===== config.mk =====
export PLATFORM = sky130hd
export DESIGN_NAME = imem_refill_server
export DESIGN_NICKNAME = d
export VERILOG_FILES = /design/src/rtl/imem_refill_server_pkg.sv /design/src/rtl/imem_refill_server.sv
export SDC_FILE = /design/constraint.sdc
export NUM_CORES = 1
export LEC_CHECK = 0
export CAP_MARGIN = 20
export CORE_MARGIN = 1
export CORE_UTILIZATION = 38
export DETAILED_ROUTE_END_ITERATION = 12
export PLACE_DENSITY = 0.86
export SETUP_SLACK_MARGIN = 0.2
export SLEW_MARGIN = 0
export SYNTH_ARGS = -nofsm -noshare
export SYNTH_HDL_FRONTEND = slang
export SYNTH_SLANG_ARGS = --single-unit
export TNS_END_PERCENT = 5

===== constraint.sdc =====
create_clock -name i_clock -period 2.45 [get_ports i_clock]
set_clock_uncertainty 0.1 [all_clocks]
set_input_delay 0.6125 -clock i_clock [delete_from_list [all_inputs] [get_ports i_clock]]
set_output_delay 0.6125 -clock i_clock [all_outputs]
set_load 0.05 [all_outputs]

===== src/rtl/imem_refill_server_pkg.sv =====
// Shared types for the instruction-memory refill path.
//   Inst        : instruction word returned by the ROM
//   InstAddr    : word address into the instruction ROM
//   RefillState : refill responder FSM states
//   RefillReq   : cache-side bundle of request strobe and critical word address
package imem_refill_server_pkg;

   typedef logic [15:0] InstAddr;
   typedef logic [31:0] Inst;

   typedef enum logic [1:0] {
      IDLE,
      WAIT,
      BURST
   } RefillState;

   typedef struct packed {
      logic    req;
      InstAddr addr;
   } RefillReq;

endpackage


===== src/rtl/imem_refill_server.sv =====
// Memory-side responder for instruction cache line refills.
// Accepts a request, waits LATENCY cycles, then streams BURST_LEN words
// from the combinational ROM, critical word first, wrapping in the line.
// Ports:
//   i_clock, i_reset       : clock (rising edge), async active-high reset
//   i_req, i_req_addr      : refill request and critical word address
//   o_busy                 : request not accepted / refill in progress
//   o_valid, o_last        : returned word strobe and final-beat flag
//   o_data, o_addr         : returned instruction and its word address
//   o_rom_addr, i_rom_data : combinational ROM lookup
module imem_refill_server
   import imem_refill_server_pkg::*;
#(
   parameter int LATENCY   = 4,
   parameter int BURST_LEN = 4
) (
   input  logic    i_clock,
   input  logic    i_reset,
   input  logic    i_req,
   input  InstAddr i_req_addr,
   output logic    o_busy,
   output logic    o_valid,
   output logic    o_last,
   output Inst     o_data,
   output InstAddr o_addr,
   output InstAddr o_rom_addr,
   input  Inst     i_rom_data
);

   if (LATENCY < 1) begin : g_bad_latency
      $error("imem_refill_server: LATENCY must be >= 1");
   end
   if (BURST_LEN < 2 || (BURST_LEN & (BURST_LEN - 1)) != 0) begin : g_bad_burst
      $error("imem_refill_server: BURST_LEN must be a power of two >= 2");
   end

   localparam int      LAT_W     = (LATENCY > 1) ? $clog2(LATENCY) : 1;
   localparam int      BEAT_W    = $clog2(BURST_LEN);
   localparam InstAddr LINE_MASK = InstAddr'(BURST_LEN - 1);

   RefillState        state_q, state_d;
   InstAddr           addr_q, addr_d;
   logic [LAT_W-1:0]  lat_cnt_q, lat_cnt_d;
   logic [BEAT_W-1:0] beat_cnt_q, beat_cnt_d;
   logic              valid_q, valid_d;
   logic              last_q, last_d;
   Inst               data_q, data_d;
   InstAddr           oaddr_q, oaddr_d;
   logic              beat_last;

   assign beat_last = (beat_cnt_q == BEAT_W'(BURST_LEN - 1));

   always_comb begin
      state_d    = state_q;
      addr_d     = addr_q;
      lat_cnt_d  = lat_cnt_q;
      beat_cnt_d = beat_cnt_q;
      data_d     = data_q;
      oaddr_d    = oaddr_q;
      valid_d    = 1'b0;
      last_d     = 1'b0;
      unique case (state_q)
         IDLE: begin
            // The final beat is still being presented while already in IDLE,
            // so acceptance also waits for o_valid to clear.
            if (i_req && !valid_q) begin
               addr_d     = i_req_addr;
               lat_cnt_d  = LAT_W'(LATENCY - 1);
               beat_cnt_d = '0;
               state_d    = WAIT;
            end
         end
         WAIT: begin
            if (lat_cnt_q == '0) begin
               state_d = BURST;
            end else begin
               lat_cnt_d = lat_cnt_q - LAT_W'(1);
            end
         end
         BURST: begin
            data_d     = i_rom_data;
            oaddr_d    = addr_q;
            valid_d    = 1'b1;
            last_d     = beat_last;
            // Only the in-line offset advances, so the address wraps within the line.
            addr_d     = (addr_q & ~LINE_MASK) | ((addr_q + InstAddr'(1)) & LINE_MASK);
            beat_cnt_d = beat_cnt_q + BEAT_W'(1);
            if (beat_last) begin
               state_d = IDLE;
            end
         end
         default: state_d = IDLE;
      endcase
   end

   always_ff @(posedge i_clock or posedge i_reset) begin
      if (i_reset) begin
         state_q    <= IDLE;
         addr_q     <= '0;
         lat_cnt_q  <= '0;
         beat_cnt_q <= '0;
         valid_q    <= 1'b0;
         last_q     <= 1'b0;
         data_q     <= '0;
         oaddr_q    <= '0;
      end else begin
         state_q    <= state_d;
         addr_q     <= addr_d;
         lat_cnt_q  <= lat_cnt_d;
         beat_cnt_q <= beat_cnt_d;
         valid_q    <= valid_d;
         last_q     <= last_d;
         data_q     <= data_d;
         oaddr_q    <= oaddr_d;
      end
   end

   assign o_busy     = (state_q != IDLE) || valid_q;
   assign o_valid    = valid_q;
   assign o_last     = last_q;
   assign o_data     = data_q;
   assign o_addr     = oaddr_q;
   assign o_rom_addr = addr_q;

endmodule


# After elaboration in Yosys (flattened, before gate mapping)
# Cells that the tools add are included.
[op_classes] addsub=3 eq_ne=7 n_mux=13 bitwise_logic=1 n_reduce_logical=11
[op_table] cell="16-bit case mux with 2 select lines" count=1
[op_table] cell="16-bit two-way mux" count=1
[op_table] cell="16-bit by 2-bit OR with 16-bit output" count=1
[op_table] cell="2-bit two-way mux" count=6
[op_table] cell="2-bit inequality test, second input constant" count=4
[op_table] cell="2-bit case mux with 2 select lines" count=2
[op_table] cell="2-bit case mux with 3 select lines" count=1
[op_table] cell="3-bit AND reduction" count=2
[op_table] cell="2-bit nonzero test" count=3
[op_table] cell="2-bit by 1-bit adder with 2-bit output, second input constant" count=2
[op_table] cell="2-bit equality test, second input constant" count=2
[op_table] cell="2-bit zero test" count=2
[op_table] cell="2-bit by 1-bit equality test with 1-bit output, second input constant" count=1
[op_table] cell="1-bit two-way mux" count=2
[op_table] cell="2-bit AND reduction" count=1
[op_table] cell="2-bit by 1-bit subtractor with 2-bit output, second input constant" count=1
[op_table] cell="1-bit logical AND" count=1
[op_table] cell="1-bit zero test" count=1
[op_table] cell="1-bit logical OR" count=1
[totals] reg_bits=72 inputBits=51 elab_cells=43

# Logic depth before layout (Yosys ltp)
# Gate-level depths: netlist of the first run.
[depth] depth_word=4 ltp_mapped=6

# Worst setup path before layout of the first run
# No wires, ideal clock.
[synth_timing] kind="reg-to-output" start="register valid_q (netlist: o_valid)" end="output port o_busy" arrival_ps=1176 setup_slack_ps=561 path_stages_with_launch=2 path_cell_list="dfrtp_1 or3_1"
[synth_via] elab_chain_cells=1
[synth_lines] element="start: declaration" line_no="imem_refill_server.sv:45" source="logic valid_q, valid_d;"
[synth_lines] element="start signal: assignment" line_no="imem_refill_server.sv:111" source="valid_q <= valid_d;"
[synth_lines] element="1-bit logical OR" line_no="imem_refill_server.sv:118" source="assign o_busy = (state_q != IDLE) || valid_q;"
[synth_lines] element="end: declaration" line_no="imem_refill_server.sv:21" source="output logic o_busy,"
# No other way between the ends.

# Worst setup path in the final report of the first run
[layout_timing] start="register valid_q (netlist: o_valid)" end="output port o_valid"
[layout_lines] element="end: declaration" line_no="imem_refill_server.sv:22" source="output logic o_valid,"
# No word-level cell between the ends.

==> metrics.md, run 1 <==
| Metric | Value |
|---|---|
| Run status | `finished clean` |
| Initial core utilization | `0.401` |
| Crit path largest cell delay | `0.83 ns` |
| Largest net degree at the start of global routing | `53` |
| Setup violators final | `0` |
| Cell Rows | `30` |
| Vias per inst | `4.57` |
| Die X-Extent | `87.3 µm` |
| Max Slew Vio Count | `0` |
| Kind of end point of the critical path | `primary output` |
| Period utilization | `0.933` |
| Total track usage | `0.177` |
| Max H-tree Level | `3` |
| Largest area contributor in the netlist | `dfrtp_1` |
| Cell variety after synth | `25` |
| Final Non-Filler Cells | `490` |
| # placed instances | `477` |
| Gpl congestion | `0.727` |
| Synth warn | `0` |
| Post-DP Area | `0.00405 mm²` |
| Yosys top cell area share | `0.651` |
| Syn_nets | `324` |
| Hold path depth | `2` |
| Final Hold Viols | `0` |
| Setup TNS | `0 ns` |
| Worst-path clk slew | `0.07 ns` |
| Max_cap viols | `0` |
| Crit path time final | `2.28 ns` |
| CP max stage cell | `clkdlybuf4s50_1` |
| Vias in the first global route | `2233` |
| Insertion delay to the later sink of the worst-skew pair | `0.33 ns` |
| Fraction of layout instances using a drive strength above 1 | `0.0990` |
| TritonCTS clock tree | `yes` |
| Ant. Diodes | `0` |
| Final wirelength | `6340 µm` |
| Seq/Total Area, Yosys | `0.651` |
| Slew Limit Headroom | `0.641` |
| DR top layer | `met4` |
| RSZ-0062 raised after global routing | `true` |
| Vias | `2239` |
| First-pass DRT Iterations | `4` |
| Syn Area/Cell | `10.2 µm²` |
| Met3 wire len | `441 µm` |
| Type of origin of the critical path | `flop` |
| Hold crit path type | `reg2reg` |
| Die H | `87.3 µm` |
| Die area | `0.00763 mm²` |
| DRT iter0 DRCs | `46` |
| Crit path required time | `1.74 ns` |
| Cell count of the worst reg-to-reg path | `5` |
| Drt wl/cell | `12.9 µm` |
| Port Buffers | `117` |
| Post-route cell area | `0.00421 mm²` |
| Root buffer cell | `clkbuf_8` |
| Least-Margin Pin Slew | `0.538 ns` |
| Total gr overflow | `0` |
| Detailed Place HPWL | `4530 µm` |
| Top Ports | `118` |
| Area delta synth->final | `52.1%` |
| Crit path max fanout | `3` |
| Met2 Wirelength | `3130 µm` |
| Highest Clock Rate | `438 MHz` |
| Initial antenna violation count | `0` |
| Synth Register Bits | `72` |
| DRC | `0` |
| CTS sink cnt | `72` |
| First-pass GRT wire length | `10200 µm` |
| CTS buffer count | `9` |
| Crit path buffers/inverters | `1` |
| Nets | `445` |
| Metal1 wirelength | `2670 µm` |
| Top cells by area, synth | `dfrtp_1 65%, nand2_1 20%, mux2_2 5.7%` |
| Core ar. | `0.00691 mm²` |
| Worst path cell trace | `clkdlybuf4s50_1` |
| WS Path Type | `reg2out` |
| Crit path DAT | `1.57 ns` |
| Mapped cell area | `0.00277 mm²` |
| Crit path max-delay family | `buffers and inverters` |
| Post-route ant nets | `0` |
| Synth Instances | `271` |
| Clock Tree Buf Depth | `2` |
| CP Depth | `1` |
[flip-flops by register name (all words and copies together) (netlist names)]
signal,flops
beat_cnt_q,2
o_data,32
o_valid,1
state_q,2
o_last,1
o_addr,16
lat_cnt_q,2
o_rom_addr,16
[metrics by stage]
step / setup WS (ns) / hold WS, ns / utilization
after detailed placement: 0.239 / 0.361 / 0.587
after global routing: 0.115 / 0.404 / 0.610
after CTS: 0.120 / 0.378 / 0.610
after floorplan: 0.561 / 0.345 / -
final: 0.165 / 0.373 / 0.610
after global placement: 0.242 / 0.357 / 0.587
[final timing paths]
kind | start | slack (ns) | end
setup / recovery | o_valid | 0.17 | o_valid
hold / removal | o_data[21] | 0.37 | o_data[21]
setup reg to reg | state_q[0] | 0.74 | o_addr[11]
hold reg to reg | o_data[21] | 0.37 | o_data[21]
max in group asynchronous | i_reset | 1.24 | o_addr[6]
min in group asynchronous | i_reset | 0.66 | o_data[26]
[kinds of logic after synthesis]
group	after synthesis	share of synthesized area
simple gates	157	0.229
buf+inv	17	0.0303
fa+ha+maj	2	0.00904
mux	14	0.0570
compound gates	8	0.0203
xor+xnor	1	0.00317
flops	72	0.651
[worst register-to-register path, delay by kind of cell (launching register included)]
kind	cells	cell delay (ns)
buf+inv	2	0.74
simple gates	3	0.36
flops	1	0.44
[cells in the mapped netlist (all sizes together)]
cell and n:
or3 1, a211oi 1, or2 1, ha 2, a21oi 1, nor3b 1, a311oi 1, o21ai 4
clkbuf 4, xnor2 1, nor3 1, nor4b 1, a2bb2oi 1, dfrtp 72, nand2b 1, inv 4
nor2b 1, buf 9, mux2 14, nand3b 2, and2 1, nand2 147
[per-layer routing]
layer,track usage,up-vias
met1,0.199,1061
met5,0,-
met2,0.308,81
li1,-,1088
met4,0.0760,0
met3,0.0569,9
[placed cells by master (no fill, tap or decap), types with 2 or more instances in the layout]
master	count
inv_1	2
dfrtp_1	72
buf_4	5
nand2_1	147
clkbuf_8	11
clkdlybuf4s50_1	114
mux2_2	14
nand3b_1	2
ha_1	2
o21ai_0	4
[cell type report]
cell class	instances	area (µm²)
Fill cell	584	2700
Sequential cell	72	1800
Timing Repair Buffer	123	1220
Multi-Input combinational cell	182	885
Clock buffer	12	155
Tap cell	96	120
Inverter	4	18.8
Clock inverter	1	5.00
[repair_timing]
action	4_1_cts	5_1_grt
buffers inserted	0	0
endpoints found under the setup margin	9	44
resized for setup	2	3
pin swaps	0	0
hold buffers	0	0
Power of run 1 is not shown: default switching activity piles up to over one toggle a cycle in this logic, so the estimate is an artifact.
==> run 2, diff against run 1 <==
--- a/config.mk
+++ b/config.mk
@@ -9,8 +9,9 @@
 export CORE_MARGIN = 1
 export CORE_UTILIZATION = 38
 export DETAILED_ROUTE_END_ITERATION = 12
-export PLACE_DENSITY = 0.86
+export PLACE_DENSITY = 0.83
 export SETUP_SLACK_MARGIN = 0.2
+export SKIP_CTS_REPAIR_TIMING = 1
 export SLEW_MARGIN = 0
 export SYNTH_ARGS = -nofsm -noshare
 export SYNTH_HDL_FRONTEND = slang
==> metrics.md, run 2 (synthesis gave the netlist of run 1 again) <==
| Metric | Value |
|---|---|
| DP Worst Slack | `0.234 ns (-0.00537 ns)` |
| WS Path Type | `reg2out` |
| Hold path startpoint | `o_addr[12]` |
| Crit path max-delay family | `buffers and inverters` |
| First-pass DRT Iterations | `4 (unchanged)` |
| Most frequent cells in the layout | `147 x nand2_1, 115 x clkdlybuf4s50_1, 72 x dfrtp_1, 14 x mux2_2, 10 x clkbuf_8` |
| Reg2reg end | `o_rom_addr[1]` |
| Die H | `87.3 µm (unchanged)` |
| Worst-path clk slew | `0.07 ns (about the same)` |
| FF-to-FF setup slack | `0.89 ns (+0.15 ns)` |
| Hold crit path type | `reg2reg` |
| Ant. Diodes | `0 (unchanged)` |
| DR top layer | `met4` |
| CP max stage cell | `clkdlybuf4s50_1` |
| Die X-Extent | `87.3 µm (unchanged)` |
| Run status | `finished clean` |
| Final core utilization | `0.615 (+0.00580)` |
| Insertion delay to the later sink of the worst-skew pair | `0.33 ns (about the same)` |
| Max_cap viols | `0 (unchanged)` |
| Crit path largest cell delay | `0.83 ns (about the same)` |
| Met3 wire len | `582 µm (+32%)` |
| Commonest non-fill, non-tap cell in the layout | `nand2_1` |
| Crit path DAT | `1.57 ns (about the same)` |
| Post-DP Area | `0.00406 mm² (+0.12%)` |
| Post-route ant nets | `0 (unchanged)` |
| Final wirelength | `6220 µm (-1.9%)` |
| Period utilization | `0.933 (about the same)` |
| Post-route cell area | `0.00425 mm² (+0.95%)` |
| Cell count of the worst reg-to-reg path | `4 (-1)` |
| Vias in the first global route | `2149 (-3.8%)` |
| WHS Endpoint | `o_addr[12]` |
| Initial core utilization | `0.401 (unchanged)` |
| TritonCTS clock tree | `yes` |
| Crit path max fanout | `4 (+1)` |
| Max reg flops | `32 (unchanged)` |
| Final Hold Viols | `0 (unchanged)` |
| Least-Margin Pin Slew | `0.533 ns (-0.00432 ns)` |
| Max H-tree Level | `3 (unchanged)` |
| CP startpoint | `o_rom_addr[1]` |
| Slew Limit Headroom | `0.643 (+0.00289)` |
| Setup violators final | `0 (unchanged)` |
| Cell Rows | `30 (unchanged)` |
| Core ar. | `0.00691 mm² (unchanged)` |
| Total gr overflow | `0 (unchanged)` |
| Vias | `2194 (-2.0%)` |
| Highest Clock Rate | `437 MHz (about the same)` |
| Top Ports | `118 (unchanged)` |
| Crit path required time | `1.74 ns (about the same)` |
| Fin Hold WS | `0.372 ns (-0.000353 ns)` |
| Largest net degree at the start of global routing | `53 (unchanged)` |
| Total track usage | `0.171 (-0.00650)` |
| Detailed Place HPWL | `4370 µm (-3.5%)` |
| Root buffer cell | `clkbuf_8` |
| DRC | `0 (unchanged)` |
| First-pass GRT wire length | `9800 µm (-4.2%)` |
| Worst path cell trace | `clkdlybuf4s50_1` |
| Die area | `0.00763 mm² (unchanged)` |
| Final worst slack | `0.163 ns (-0.00223 ns)` |
| Initial antenna violation count | `0 (unchanged)` |
| Worst r2r src | `state_q[0]` |
| Met2 Wirelength | `3040 µm (-3.0%)` |
| RSZ-0062 raised after global routing | `true` |
| Metal1 wirelength | `2550 µm (-4.5%)` |
| Crit path buffers/inverters | `1 (unchanged)` |
| Kind of end point of the critical path | `primary output` |
| Port Buffers | `117 (unchanged)` |
| Hold path depth | `2 (unchanged)` |
| Clock Tree Buf Depth | `2 (unchanged)` |
| Fraction of layout instances using a drive strength above 1 | `0.0987 (-0.000251)` |
| Drt wl/cell | `12.7 µm (-2.1%)` |
| Nets | `444 (-0.22%)` |
| Area delta synth->final | `53.6%` |
| Gpl congestion | `0.709 (-2.4%)` |
| Crit path time final | `2.29 ns (+0.00223 ns)` |
| CTS sink cnt | `72 (unchanged)` |
| CTS buffer count | `9 (unchanged)` |
| Max Slew Vio Count | `0 (unchanged)` |
| Type of origin of the critical path | `flop` |
| Vias per inst | `4.47 (-2.2%)` |
| DRT iter0 DRCs | `43 (-6.5%)` |
-- run 2: how the worst max path moves through the flow --
stage,endpoint,slack [ns],cells after the start
floorplan,o_busy,0.56,1
global placement,o_busy,0.25,2
detailed placement,o_busy,0.23,2
CTS,o_busy,-0.14,2
global route,o_rom_addr[1],0.11,1
finish,o_rom_addr[1],0.16,1
-- run 2: through the flow --
stage	TNS [ns]	cells
after floorplan	0	271
after global placement	0	476
after detailed placement	0	476
after CTS	-0.138	491
after global routing	0	491
final	0	491
-- run 2: per-layer routing --
| metal | vias to the layer above | track usage |
|---|---|---|
| li1 | 1081 | - |
| met3 | 6 | 0.0749 |
| met2 | 78 | 0.291 |
| met4 | 0 | 0.0537 |
| met5 | - | 0 |
| met1 | 1029 | 0.192 |
-- run 2: cell type report --
type	instances	area, µm²
clock buffer	11	141
clock inverter	4	45.0
fill	586	2660
inverter	4	18.8
multi-input combinational	182	885
sequential	72	1800
tap	96	120
timing repair buffer	122	1240
Power of run 2 is left out for the same reason.
